## src/rtl/instruction_encoder_loader.sv

```systemverilog
// Packs decoded RV32I fields into instruction words and streams them
// sequentially into the instruction-memory write port.
module instruction_encoder_loader #(
  parameter int ADDR_W = 10,
  parameter int BASE_ADDR = 0,
  parameter int DEPTH = 256,
  localparam int CW = $clog2(DEPTH + 1)
) (
  input  logic              clk,
  input  logic              rst,
  input  logic              start,
  input  logic              in_valid,
  output logic              in_ready,
  input  logic              in_last,
  input  logic [6:0]        opcode,
  input  logic [4:0]        rd,
  input  logic [4:0]        rs1,
  input  logic [4:0]        rs2,
  input  logic [2:0]        funct3,
  input  logic [6:0]        funct7,
  input  logic [31:0]       imm,
  output logic              imem_we,
  output logic [ADDR_W-1:0] imem_addr,
  output logic [31:0]       imem_wdata,
  output logic [CW-1:0]     word_count,
  output logic              done,
  output logic              err_misalign,
  output logic              err_full
);

  localparam int CW1 = CW + 1;
  localparam logic [ADDR_W-1:0] BASE = ADDR_W'(BASE_ADDR);
  localparam logic [CW:0] DEPTH_W = CW1'(DEPTH);
  localparam logic [CW-1:0] LAST_C = CW'(DEPTH - 1);
  localparam logic [ADDR_W-1:0] STEP = ADDR_W'(4);

  typedef enum logic [2:0] {
    FMT_I, FMT_U, FMT_S, FMT_R, FMT_SB, FMT_UJ
  } fmt_e;

  typedef enum logic [1:0] {
    IDLE, LOAD, FLUSH, DONE
  } state_e;

  state_e            state;
  fmt_e              fmt;
  logic [31:0]       enc;
  logic              we_q;
  logic [ADDR_W-1:0] waddr;
  logic [CW:0]       occ;
  logic              accept;
  logic              misalign;
  logic              full_hit;

  always_comb begin
    fmt = FMT_I;
    case (opcode)
      7'h17, 7'h37: fmt = FMT_U;
      7'h23:        fmt = FMT_S;
      7'h33, 7'h3B: fmt = FMT_R;
      7'h63:        fmt = FMT_SB;
      7'h6F:        fmt = FMT_UJ;
      default:      fmt = FMT_I;
    endcase
  end

  always_comb begin
    enc = '0;
    unique case (1'b1)
      (fmt == FMT_R):
        enc = {funct7, rs2, rs1, funct3, rd, opcode};
      (fmt == FMT_S):
        enc = {imm[11:5], rs2, rs1, funct3,
               imm[4:0], opcode};
      (fmt == FMT_SB):
        enc = {imm[12], imm[10:5], rs2, rs1, funct3,
               imm[4:1], imm[11], opcode};
      (fmt == FMT_U):
        enc = {imm[31:12], rd, opcode};
      (fmt == FMT_UJ):
        enc = {imm[20], imm[10:1], imm[11],
               imm[19:12], rd, opcode};
      default:
        enc = {imm[11:0], rs1, funct3, rd, opcode};
    endcase
  end

  // Occupancy counts the word still waiting in the write register.
  assign occ = {1'b0, word_count} + {{CW{1'b0}}, we_q};
  assign in_ready = !rst && (state == LOAD) && (occ < DEPTH_W);
  assign accept = in_valid && in_ready;
  assign misalign = imm[0] && ((fmt == FMT_SB) || (fmt == FMT_UJ));
  assign full_hit = we_q && (word_count == LAST_C);

  // A reset arriving during the write cycle suppresses that write.
  assign imem_we = we_q && !rst;

  always_ff @(posedge clk) begin
    if (rst) begin
      state        <= IDLE;
      we_q         <= 1'b0;
      waddr        <= BASE;
      imem_addr    <= BASE;
      imem_wdata   <= '0;
      word_count   <= '0;
      done         <= 1'b0;
      err_misalign <= 1'b0;
      err_full     <= 1'b0;
    end else begin
      we_q <= 1'b0;
      done <= 1'b0;
      if (we_q) begin
        word_count <= word_count + CW'(1);
      end
      if (accept) begin
        we_q       <= 1'b1;
        imem_wdata <= enc;
        imem_addr  <= waddr;
        waddr      <= waddr + STEP;
        if (misalign) begin
          err_misalign <= 1'b1;
        end
      end
      unique case (state)
        IDLE: begin
          if (start) begin
            state        <= LOAD;
            word_count   <= '0;
            waddr        <= BASE;
            err_misalign <= 1'b0;
            err_full     <= 1'b0;
          end
        end
        LOAD: begin
          if (full_hit) begin
            err_full <= 1'b1;
            done     <= 1'b1;
            state    <= DONE;
          end else if (accept && in_last) begin
            state <= FLUSH;
          end
        end
        FLUSH: begin
          if (we_q) begin
            done  <= 1'b1;
            state <= DONE;
          end
        end
        DONE: begin
          state <= IDLE;
        end
        default: state <= IDLE;
      endcase
    end
  end

endmodule

```

## config.mk

```make
export PLATFORM = sky130hd
export DESIGN_NAME = instruction_encoder_loader
export DESIGN_NICKNAME = d
export VERILOG_FILES = /design/src/rtl/instruction_encoder_loader.sv
export SDC_FILE = /design/constraint.sdc
export NUM_CORES = 1
export LEC_CHECK = 0
export CORE_MARGIN = 5
export CORE_UTILIZATION = 46
export CTS_CLUSTER_SIZE = 16
export DETAILED_ROUTE_END_ITERATION = 8
export PLACE_DENSITY_LB_ADDON = 0.25
export SYNTH_ARGS = -nofsm -noshare
export SYNTH_HDL_FRONTEND = slang
export SYNTH_SLANG_ARGS = --single-unit
```

## constraint.sdc

```tcl
create_clock -name clk -period 4.7 [get_ports clk]
set_input_delay 0.94 -clock clk [delete_from_list [all_inputs] [get_ports clk]]
set_output_delay 0.94 -clock clk [all_outputs]
set_load 0.005 [all_outputs]
```

==> impl_metrics.env <==
export IMPL_htree_levels=3
export IMPL_synth_flop_cell="dfxtp_1"
export IMPL_finalWirelength_um=8640
export IMPL_hold_class="register to register"
export IMPL_grtUsageTotal=0.209
export IMPL_core_region_area_mm2=0.00631
export IMPL_min_period_over_period=0.719
export IMPL_synth_cell_types=55
export IMPL_synthCells=348
export IMPL_grt_ovfl_total=0
export IMPL_numCtsBuffers=9
export IMPL_dieArea_mm2=0.00818
export IMPL_portBuffers=122
export IMPL_drtAntennaViolNets=0
export IMPL_die_x_um=90.4
export IMPL_holdWs_ps=455
export IMPL_tightest_slew_ps=918
export IMPL_fmax_ghz=0.296
export IMPL_crit_path_start_kind="primary input"
export IMPL_period_needed_ps=3380
export IMPL_gp_congestion=0.941
export IMPL_rsz0062_at_grt="false"
export IMPL_start_util=0.471
export IMPL_cts_tree="yes"
export IMPL_drive_gt1_frac=0.0664
export IMPL_crit_type="primary input to output pin"
export IMPL_grt_max_degree=63
export IMPL_final_util=0.693
export IMPL_cp_end_kind="output pin"
export IMPL_nFillCells=539
export IMPL_hpwl_um=6370
export IMPL_root_buffer="clkbuf_8"
export IMPL_viasPerCell=5.55
export IMPL_clockBufferDepth=2
export IMPL_post_drt_wl_per_cell_um=15.9
export IMPL_r2r_start="state[1]"
export IMPL_worstPathRequired_ps=3760
export IMPL_post_cts_resized=0
export IMPL_antenna_found_initial=0
export IMPL_via_count=3018
export IMPL_setup_tns_ps=0
export IMPL_fin_area_mm2=0.00438
export IMPL_diodes=0
export IMPL_hold_viol=0
export IMPL_stdcell_count=544
export IMPL_clock_sinks=63
export IMPL_setup_worst_path_end="in_ready"
export IMPL_final_setup_viol_count=0
export IMPL_die_y_um=90.4
export IMPL_reg2reg_slack_ps=2210
export IMPL_final_common_cell="clkdlybuf4s50_1"
export IMPL_area_growth_pct=47.1
export IMPL_insertion_delay_ps=350
export IMPL_ys_ff_latch=63
export IMPL_cp_max_fo=27
export IMPL_drt_initial_drc_count=140
export IMPL_ys_async_sr_fraction=0
export IMPL_max_slew_margin=0.387
export IMPL_synth_edf_count=0
export IMPL_avgSynthCellArea_um2=8.55
export IMPL_cts_hold_buf=0
export IMPL_grt_first_pass_wirelength_um=14100
export IMPL_post_cts_buffers=0
export IMPL_peakVddDrop_v=0.000228
export IMPL_power_density_mw_per_mm2=329
export IMPL_crit_start="rst"
export IMPL_power_leakage_nw=1.57
export IMPL_yosysWarnings=0
export IMPL_grt_pass1_vias=2982
export IMPL_place_area_mm2=0.00418
export IMPL_r2r_end="waddr[8]"
export IMPL_final_cell_mix="clkdlybuf4s50_1 (122), dfxtp_1 (63), nand2_1 (57)"
export IMPL_synth_seq_area_share=0.424
export IMPL_dp_cells=528
export IMPL_num_io_pins=125
export IMPL_cp_arrival_ps=2440
export IMPL_drv_slew=0
export IMPL_clk_pin_slew_ps=70
export IMPL_maxCapViolCount=0
export IMPL_status="finished, final reports clean"
export IMPL_drc=0
export IMPL_nNetsFinal=538
export IMPL_synth_area_mm2=0.00298
export IMPL_skew_ps=8.87
export IMPL_rr_worst_depth=9
export IMPL_first_pass_iters=8
export IMPL_fp_row_count=29
-- state kept, by name (all words and copies together), names as in the netlist --
signal	count
word_count	9
waddr	8
imem_addr	8
err_misalign	1
state	2
we_q	1
done	1
err_full	1
imem_wdata	32
-- synth_stat cells, types with 2 or more instances --
| cell type | instances | share of area |
|---|---|---|
| o21ai_0 | 22 | 0.037 |
| mux2i_1 | 11 | 0.037 |
| xnor2_1 | 2 | 0.0059 |
| nand3_1 | 4 | 0.0067 |
| a32oi_1 | 6 | 0.018 |
| xor2_1 | 9 | 0.026 |
| a311oi_1 | 4 | 0.012 |
| nand4_1 | 5 | 0.011 |
| inv_1 | 5 | 0.0063 |
| dfxtp_1 | 63 | 0.42 |
| a211oi_1 | 2 | 0.0050 |
| nor3_2 | 3 | 0.010 |
| ha_1 | 7 | 0.029 |
| nor2_1 | 25 | 0.032 |
| and3_1 | 4 | 0.0084 |
| buf_6 | 4 | 0.015 |
| nor2b_1 | 2 | 0.0042 |
| or3_1 | 2 | 0.0042 |
| a21oi_1 | 47 | 0.079 |
| buf_4 | 3 | 0.0076 |
| buf_2 | 9 | 0.015 |
| and4_1 | 3 | 0.0088 |
| nand2b_1 | 3 | 0.0063 |
| a221oi_1 | 4 | 0.012 |
| and2_1 | 3 | 0.0063 |
| a31oi_1 | 6 | 0.013 |
| nand2_1 | 57 | 0.072 |
| clkbuf_1 | 6 | 0.0076 |
-- stage by stage --
stage               setup slack [ps]  power, mW
floorplan                       2380      0.802
global placement                1320      0.967
detailed placement              1260      0.975
CTS                             1320       1.45
global route                    1280       1.52
finish                          1320       1.44
-- cell type report --
type / count / area [um2] / share of cell area
clock buffers: 9 / 124 / 0.0283
multi-input cells: 257 / 1560 / 0.356
clock inverters: 7 / 73.8 / 0.0169
flip-flops and latches: 63 / 1260 / 0.288
inverters: 6 / 22.5 / 0.00514
repair buffers: 125 / 1240 / 0.284
well taps: 77 / 96.3 / 0.0220
-- metal layers --
| metal | up-vias | wire [um] | track usage |
|---|---|---|---|
| li1 | 1473 | - | - |
| met3 | 11 | 903 | 0.0883 |
| met1 | 1399 | 3400 | 0.234 |
| met4 | 0 | 116 | 0.0720 |
| met5 | - | 0 | 0 |
| met2 | 135 | 4220 | 0.353 |
-- critical path: stages --
cell and delay, ps:
clkdlybuf4s50_1 450, buf_4 290, nor2_1 110, and3_1 200, clkdlybuf4s50_1 440
-- how the worst min path moves through the flow --
stage | startpoint | to | slack, ps | cells past startpoint
3_3_place_gp | imem_wdata[4] | imem_wdata[4] | 450 | 2
3_5_place_dp | imem_addr[2] | imem_addr[2] | 450 | 2
6_report | imem_addr[2] | imem_addr[2] | 460 | 2
5_1_grt | imem_addr[6] | imem_addr[6] | 480 | 2
2_1_floorplan | waddr[9] | imem_addr[9] | 440 | 2
4_1_cts | imem_addr[2] | imem_addr[2] | 460 | 2
-- power breakdown --
group / leakage, nW / internal [mW] / switching, mW / total (mW)
Sequential: 0.510 / 0.579 / 0.0326 / 0.612
Clock: 0.0875 / 0.244 / 0.230 / 0.474
Combinational: 0.978 / 0.187 / 0.169 / 0.356
Total: 1.57 / 1.01 / 0.432 / 1.44
-- cell families after synthesis --
logic type | after synthesis | share of synthesized area
fa+ha+maj | 7 | 0.0294
flops | 63 | 0.424
compound gates | 103 | 0.215
other cells | 1 | 0.00126
buf+inv | 29 | 0.0546
simple gates | 123 | 0.206
xor+xnor | 11 | 0.0324
mux | 11 | 0.0370
Note: power is estimated with default switching activity, not from simulation.
